<file path="src/rtl/scoreboard_hazard_unit.sv">
// Per-stage destination scoreboard: detects RAW hazards at decode and picks forward sources, zero latency.
// stall holds decode and bubbles stage 1; hold freezes the scoreboard, flush squashes decode and stage 1.
module scoreboard_hazard_unit #(
  parameter  int RW         = 5,
  parameter  int NUM_SRC    = 2,
  parameter  int DEPTH      = 3,
  parameter  int LOAD_READY = 2,
  parameter  int FWD_EN     = 1,
  localparam int FW         = $clog2(DEPTH + 1)
) (
  input  logic                  clk,
  input  logic                  rst,
  input  logic                  id_valid,
  input  logic [NUM_SRC*RW-1:0] id_src,
  input  logic [NUM_SRC-1:0]    id_src_used,
  input  logic [RW-1:0]         id_rd,
  input  logic                  id_reg_write,
  input  logic                  id_is_load,
  input  logic                  hold,
  input  logic                  flush,
  output logic                  stall,
  output logic [NUM_SRC*FW-1:0] fwd_sel,
  output logic [15:0]           stall_count
);

  logic          entVld  [1:DEPTH];
  logic [RW-1:0] entRd   [1:DEPTH];
  logic          entLoad [1:DEPTH];

  logic [FW-1:0]      prodStage [NUM_SRC];
  logic               prodLoad  [NUM_SRC];
  logic [NUM_SRC-1:0] hazard;
  logic               issue;

  always_comb begin
    hazard  = '0;
    fwd_sel = '0;
    for (int i = 0; i < NUM_SRC; i++) begin
      prodStage[i] = '0;
      prodLoad[i]  = 1'b0;
      // Scan oldest to youngest so the youngest match overwrites any older one.
      for (int k = DEPTH; k >= 1; k--) begin
        if (id_valid && id_src_used[i] && (id_src[i*RW +: RW] != '0) &&
            entVld[k] && (entRd[k] == id_src[i*RW +: RW])) begin
          prodStage[i] = FW'(k);
          prodLoad[i]  = entLoad[k];
        end
      end
      if (prodStage[i] != '0) begin
        if (FWD_EN != 0) hazard[i] = prodLoad[i] && (int'(prodStage[i]) < LOAD_READY);
        else             hazard[i] = int'(prodStage[i]) < DEPTH;
      end
      if ((FWD_EN != 0) && !hazard[i]) fwd_sel[i*FW +: FW] = prodStage[i];
    end
  end

  assign stall = (|hazard) && !flush;
  assign issue = id_valid && id_reg_write && (id_rd != '0) && !stall;

  always_ff @(posedge clk or negedge rst) begin
    if (!rst) begin
      for (int k = 1; k <= DEPTH; k++) begin
        entVld[k]  <= 1'b0;
        entRd[k]   <= '0;
        entLoad[k] <= 1'b0;
      end
      stall_count <= '0;
    end else begin
      if (flush || !hold) begin
        for (int k = DEPTH; k >= 2; k--) begin
          entVld[k]  <= entVld[k-1];
          entRd[k]   <= entRd[k-1];
          entLoad[k] <= entLoad[k-1];
        end
        entVld[1]  <= issue && !flush;
        entRd[1]   <= id_rd;
        entLoad[1] <= id_is_load;
        // The instruction that was in stage 1 is on the wrong path.
        if (flush) entVld[2] <= 1'b0;
      end
      if (stall && !hold && (stall_count != 16'hFFFF)) stall_count <= stall_count + 16'd1;
    end
  end

endmodule

</file>
<file path="config.mk">
export PLATFORM = sky130hd
export DESIGN_NAME = scoreboard_hazard_unit
export DESIGN_NICKNAME = d
export VERILOG_FILES = /design/src/rtl/scoreboard_hazard_unit.sv
export SDC_FILE = /design/constraint.sdc
export NUM_CORES = 1
export LEC_CHECK = 0
export ABC_AREA = 1
export CAP_MARGIN = 5
export CORE_AREA = 2 2 73 75
export CTS_CLUSTER_DIAMETER = 40
export DETAILED_ROUTE_END_ITERATION = 16
export DIE_AREA = 0 0 75 77
export PLACE_DENSITY = 0.75
export SETUP_SLACK_MARGIN = 0.05
export SYNTH_ARGS = -nofsm -noshare
export SYNTH_HDL_FRONTEND = slang
export SYNTH_SLANG_ARGS = --single-unit
</file>
<file path="constraint.sdc">
create_clock -name clk -period 1.4 [get_ports clk]
set_input_delay 0.28 -clock clk [delete_from_list [all_inputs] [get_ports clk]]
set_output_delay 0.28 -clock clk [all_outputs]
set_load 0.01 [all_outputs]
</file>
Word level (Yosys, flattened, before mapping) --
Cells that the tools add are included.
Word-level totals: flip-flop bits (word level) 37, latch bits 0, memory bits (writable) 0, ROM bits 0, bits of input ports 24, output and inout bits 21, logic and storage cells 72, memories 0
Cells by class: $add $sub $neg 1, multiply operators 0, div/mod/pow operators 0, order comparisons 2, equal/unequal tests 7, shift operators 0, multiplexer cells 17, bitwise gates (word level) 0, reduce and logical (&&, ||, !) cells 35
Operators with widths (number):
- $eq A5 B5 Y1 | 6
- $logic_and A1 B1 Y1 | 25
- $add A16 B1 Y16 const B | 1
- $mux W2 | 8
- $ne A16 B16 Y1 const B | 1
- $reduce_bool A5 Y1 | 3
- $mux W1 | 9
- $lt A2 B2 Y1 const B | 2
- $reduce_bool A2 Y1 | 2
- $logic_not A1 Y1 | 3
- $reduce_or A2 Y1 | 1
- $logic_or A1 B1 Y1 | 1

Depth between registers and ports, before layout --
Gate-level depths: netlist of the first run.
depth in word-level cells 15, mapped depth 13, mapped depth without buffers 12

Worst setup path before layout of the first run --
OpenSTA, ideal clock, no wires.
path type reg2out, start point register entRd[7] (netlist bit), end point output fwd_sel[3], data arrival time 1.333 ns, required time 1.120 ns, setup slack -0.213 ns, cell stages (with the launch flop) 6, path buffers 0, cell sequence dfrtp_1 xor2_1 a21oi_1 nand4_1 or2_2 a21boi_0
Between the ends: longest elaborated chain between the ends 8, elaborated cells on any way between the ends 11, classes of those cells 1 x order compare; 1 x eq/ne; 6 x mux; 3 x reduce/logical
RTL lines:
- start, declared | line 27 | logic [RW-1:0] entRd [1:DEPTH];
- start signal, assigned by index | line 72 | entRd[k] <= entRd[k-1];
- $eq A5 B5 Y1 * | line 44 | entVld[k] && (entRd[k] == id_src[i*RW +: RW])) begin
- $logic_and A1 B1 Y1 * | line 44
- $mux W2 (2 in series) | line 43 | if (id_valid && id_src_used[i] && (id_src[i*RW +: RW] != '0) &&
- $lt A2 B2 Y1 | line 50 | if (FWD_EN != 0) hazard[i] = prodLoad[i] && (int'(prodStage[i]) < LOAD_READY);
- $logic_and A1 B1 Y1 | line 50
- $mux W1 | line 49 | if (prodStage[i] != '0) begin
- $mux W2 * | line 53 | if ((FWD_EN != 0) && !hazard[i]) fwd_sel[i*FW +: FW] = prodStage[i];
- end, declared | line 22 | output logic [NUM_SRC*FW-1:0] fwd_sel,
Mark *: on every way between the ends. The rest lies on a longest branch, timed or not.

Final worst setup path of the first run --
Ends and elaborated chain as after synthesis.

==> results of run 1 <==
==> stage by stage <==
| stage | setup slack, ns | std cells | utilization, % | hold slack, ns |
|---|---|---|---|---|
| 5_1_grt | -0.6391 | 510 | 73.63 | 0.3643 |
| 4_1_cts | -0.6002 | 509 | 72.73 | 0.3626 |
| 3_5_place_dp | -1.216 | 487 | 66.19 | 0.4823 |
| 3_3_place_gp | -1.144 | 487 | 66.19 | 0.4672 |
| 6_report | -0.5675 | 510 | 73.63 | 0.3478 |
| 2_1_floorplan | -0.1602 | 319 | - | -0.01559 |
==> synth_stat cells <==
library cell	instances	share of area, %
clkbuf_1	4	0.66
xor2_1	20	7.7
a221oi_1	1	0.38
buf_6	1	0.49
dfrtp_1	35	38
ha_1	1	0.55
nor2_2	3	0.82
nor3_2	1	0.44
a21oi_1	14	3.1
or2_2	1	0.27
and3_1	1	0.27
nor2_4	1	0.49
o211ai_1	1	0.33
nor3_1	7	1.5
o21ai_1	2	0.44
inv_1	43	7.1
mux2_2	2	0.98
nand4_1	10	2.7
nor2_1	22	3.6
nand3_1	21	4.6
o2111a_1	1	0.49
inv_2	6	0.98
buf_2	2	0.44
nor4_1	2	0.55
nand2_2	2	0.55
a21boi_0	3	0.98
nand2_1	87	14
xnor2_1	5	1.9
nand4_2	2	1.1
o22ai_1	2	0.55
o21ai_0	16	3.5
==> final cells by class <==
class / instances / share of cell area, %
repair buffers: 120 / 26.80
well taps: 70 / 2.390
inverters: 49 / 5.019
multi-input cells: 228 / 39.16
flip-flops and latches: 35 / 23.90
clock buffers: 8 / 2.731
==> logic make-up (layout without fill, tap and decap cells) <==
kind of cell	after synthesis	in the layout	share of synthesized area, %
AOI/OAI and AO/OA	40	40	9.738
xor gates and xnor gates	25	25	9.573
adders and majority gates	1	1	0.5470
buffers and inverters	56	177	9.628
DFF	35	35	38.29
muxes	2	2	0.9846
and+or+nand+nor	160	160	31.24
==> power groups by stage <==
| stage | combinational [mW] | clock [mW] | sequential, mW |
|---|---|---|---|
| final | 0.547 | 0.820 | 1.12 |
| after global routing | 0.597 | 0.888 | 1.13 |
| after CTS | 0.532 | 0.838 | 1.12 |
| after detailed placement | 0.485 | 0 | 1.14 |
| after global placement | 0.481 | 0 | 1.14 |
| after floorplan | 0.212 | 0 | 1.13 |
==> worst max-delay path by stage <==
stage / cells past startpoint / endpoint / start / slack [ns]
floorplan: 10 / stall_count[5]$_DFFE_PN0P_ / stall_count[1]$_DFFE_PN0P_ / -0.16
global placement: 7 / fwd_sel[3] / id_src[8] / -1.14
detailed placement: 7 / fwd_sel[3] / id_src[7] / -1.22
CTS: 6 / fwd_sel[3] / entRd[7]$_DFFE_PN0P_ / -0.60
global route: 7 / fwd_sel[2] / entRd[13]$_DFFE_PN0P_ / -0.64
finish: 6 / fwd_sel[3] / entRd[7]$_DFFE_PN0P_ / -0.57
==> worst max-delay path, cell delays in order, from the launching register on <==
cell,delay [ns]
dfrtp_1,0.40
xor2_1,0.17
a21oi_2,0.14
nand4_1,0.13
or2_4,0.26
a21boi_2,0.15
buf_2,0.15
==> registers in the layout, summed over array words and instances, names as in the netlist <==
| register | flops |
|---|---|
| entVld | 3 |
| stall_count | 16 |
| entLoad | 1 |
| entRd | 15 |
==> per-layer routing <==
metal	vias to the layer above	wire length [um]	GRT usage [%]
li1	1257	-	-
met1	1170	2910	31.55
met2	74	3657	44.39
met3	21	274	4.336
met4	0	128	6.250
met5	-	0	0
==> what timing repair did <==
item / CTS / global route
setup buffers: 30 / 1
hold buffers: 0 / 0
pin swaps: 34 / 27
gates resized for setup: 100 / 22
endpoints found under the setup margin: 39 / 30
==> reports/metrics.yaml, run 1 <==
dp_hpwl_mm: 4.949
skew_ns: 0.008798
fmax_mhz: 508.3
arrival_ns: 1.69
clkPwrFrac_pct: 33.0
crit_type: "reg2out"
outcome: "complete, but fails checks"
dieArea_sq_mm: 0.005775
num_vias: 2522
die_w_um: 75
yosys_warnings: 0
syn_nets: 344
hold_violations: 0
comb_power_share_pct: 22.0
diodes: 0
period_share_pct: 140.5
critPathLaunchType: "flop"
first_pass_iters: 4
final_cell_area_sq_mm: 0.003665
slew-limit-headroom_pct: 69.85
design_power_total_mw: 2.487
top_level_ports: 45
cts_tree: "done"
area_delta_synth_final_pct: 60.23
grt_pass1_vias: 2469
p_per_area_mw_per_mm2: 678.5
switchingPower_mw: 0.7062
antenna_left: 0
routedWlPerCell_um: 13.67
rsz0062_at_grt: "yes"
drv_slew: 0
syn_area_per_cell_sq_um: 7.170
p_leak_nw: 1.833
crit_fanout: 2
swShare_pct: 28.40
cp_data_required_time_ns: 1.12
synth_seq_cells: 35
setup_viol: 22
final_nets: 464
internal_power_mw: 1.780
clk_pin_slew_ns: 0.08
grt_overflow: 0
dr.first_iter.drc_count: 94
reg2reg_slack_ns: -0.41
final_common_cell: "nand2_1"
setup_ws_ns: -0.5675
vias_per_cell: 4.945
antenna_found_initial: 0
gp_congestion: 0.9334
failed_checks: "negative setup slack"
final_cell_mix: "nand2_1 (82), buf_4 (68), inv_1 (38), dfrtp_1 (35), nor2_1 (21)"
syn_inst: 319
cts_root_buf: "clkbuf_8"
grt_first_pass_wirelength_mm: 11.23
worstMarginPinSlew_ns: 0.4488
rows: 26
grt_max_degree: 36
min_path_type: "in2async"
track_usage_pct: 25.33
drive_above_1_share_pct: 35.00
clock_path_buffers: 2
rr_startpoint: "entRd[13]$_DFFE_PN0P_"
coreArea_sq_mm: 0.004977
placed_area_sq_mm: 0.003294
die_height_um: 77
htreeDepth: 2
register_area_sq_um: 875.8
numCtsBuffers: 5
multi_input_area_sq_mm: 0.001435
portBuffers: 44
reg2reg_to: "stall_count[13]$_DFFE_PN0P_"
r2r_cells: 13
filler_cell_count: 399
synth_cell_types: 31
crit_path_end_kind: "output port"
ir_worst_vdd_mv: 0.4119
maxCapViolations: 0
drt_wl_total_mm: 6.971
cts_num_sinks: 35
tns_ns: -8.805
initial_utilization_pct: 45.95
fin_crit_ns: 1.968
p_seq_share_pct: 45.0
drc: 0
synth_seq_area_share_pct: 38.29
clock_latency_ns: 0.29
synth_area_sq_mm: 0.002287
Note: power is estimated with default switching activity, not from simulation.
==> run 2, diff against run 1 <==
--- a/config.mk
+++ b/config.mk
@@ -12,7 +12,6 @@
 export DETAILED_ROUTE_END_ITERATION = 16
 export DIE_AREA = 0 0 75 77
 export PLACE_DENSITY = 0.75
-export SETUP_SLACK_MARGIN = 0.05
 export SYNTH_ARGS = -nofsm -noshare
 export SYNTH_HDL_FRONTEND = slang
 export SYNTH_SLANG_ARGS = --single-unit
==> reports/metrics.yaml, run 2 (synthesis gave the netlist of run 1 again) <==
largest_reg_flops: 16
placedCellCount: 489
crit_type: "reg2out"
final_cell_area_sq_mm: 0.003716
dieArea_sq_mm: 0.005775
min_path_type: "in2async"
dp_hpwl_mm: 5.071
drc: 0
num_vias: 2595
grt_overflow: 0
final_nets: 471
setup_viol: 22
antenna_left: 0
p_leak_nw: 1.856
critPathLaunch: "entRd[4]$_DFFE_PN0P_"
initial_utilization_pct: 45.95
critPathCapture: "fwd_sel[2]"
crit_fanout: 2
top_level_ports: 45
coreArea_sq_mm: 0.004977
placed_area_sq_mm: 0.003302
clk_pin_slew_ns: 0.07
portBuffers: 44
track_usage_pct: 25.79
critPathLaunchType: "flop"
vias_per_cell: 5.019
setup_ws_ns: -0.5835
numCtsBuffers: 5
final_common_cell: "nand2_1"
reg_top3: "stall_count (16), entRd (15), entVld (3)"
drv_slew: 0
reg2reg_to: "stall_count[10]$_DFFE_PN0P_"
drive_above_1_share_pct: 36.47
clock_latency_ns: 0.28
arrival_ns: 1.70
final_cell_mix: "nand2_1 (77), buf_4 (74), inv_1 (35), dfrtp_1 (35), xor2_1 (20)"
fin_cells: 517
worstMarginPinSlew_ns: 0.3521
cts_num_sinks: 35
reg2reg_slack_ns: -0.37
cts_root_buf: "clkbuf_8"
rows: 26
maxCapViolations: 0
diodes: 0
routedWlPerCell_um: 13.94
area_delta_synth_final_pct: 62.47
final_util_pct: 74.66
ir_worst_vdd_mv: 0.3285
filler_cell_count: 391
htreeDepth: 2
fin_crit_ns: 1.984
antenna_found_initial: 0
r2r_cells: 11
rr_startpoint: "entRd[14]$_DFFE_PN0P_"
first_pass_iters: 4
grt_max_degree: 36
grt_pass1_vias: 2624
cp_data_required_time_ns: 1.12
crit_path_end_kind: "output port"
outcome: "complete, but fails checks"
hold_violations: 0
failed_checks: "negative setup slack"
p_per_area_mw_per_mm2: 679.0
drt_wl_total_mm: 7.207
rsz0062_at_grt: "yes"
die_height_um: 77
design_power_total_mw: 2.523
fmax_mhz: 504.1
clock_path_buffers: 2
slew-limit-headroom_pct: 76.31
cts_tree: "done"
period_share_pct: 141.7
gp_congestion: 0.9163
skew_ns: 0.006470
dr.first_iter.drc_count: 110
die_w_um: 75
grt_first_pass_wirelength_mm: 11.63
top_register: "stall_count"
## run 2: repair_timing
item                       CTS  global route
gates resized for setup     75            40
hold buffers                 0             0
pin swaps                   27            22
setup endpoints to repair   38            29
hold endpoints to repair     0             0
setup buffers               14             8
## run 2: worst min-delay path by stage
stage	start	endpoint	slack, ns	cells after the start
CTS	rst	entRd[5]$_DFFE_PN0P_	0.39	2
global route	rst	entRd[11]$_DFFE_PN0P_	0.39	2
floorplan	rst	entLoad[2]$_DFFE_PN0P_	-0.02	0
detailed placement	stall_count[11]$_DFFE_PN0P_	stall_count[11]$_DFFE_PN0P_	0.52	1
finish	rst	entRd[5]$_DFFE_PN0P_	0.37	2
global placement	stall_count[11]$_DFFE_PN0P_	stall_count[11]$_DFFE_PN0P_	0.52	1
## run 2: layout make-up
class	count	area [sq um]	area share [%]
multi-input cells	228	1410	37.95
repair buffers	127	1059	28.49
well taps	70	87.58	2.357
flip-flops and latches	35	875.8	23.57
inverters	49	183.9	4.949
clock buffers	8	100.1	2.694
## run 2: worst max-delay path, stage by stage, from the launching register on
cell	delay (ns)
dfrtp_1	0.41
buf_6	0.13
xor2_1	0.16
nor4_2	0.32
nand4_1	0.14
a21oi_2	0.13
buf_2	0.14
## run 2: power breakdown
part / switching, mW / internal (mW)
Clock: 0.367 / 0.449
Combinational: 0.295 / 0.295
Sequential: 0.0524 / 1.06
Total: 0.714 / 1.81
## run 2: metal layers
metal	vias up	global-route usage, %	part of all wire, %
li1	1276	-	-
met3	22	3.548	5.7
met1	1212	30.65	39
met2	85	45.44	51
met5	-	0	0
met4	0	10.18	3.7
## run 2: metrics by stage
stage	setup slack (ns)	hold slack, ns	TNS [ns]
final	-0.5835	0.3707	-7.784
after global routing	-0.6753	0.3889	-9.564
after CTS	-0.6023	0.3882	-7.197
after detailed placement	-1.155	0.5249	-19.18
after global placement	-1.125	0.5231	-19.27
after floorplan	-0.1602	-0.01559	-2.205
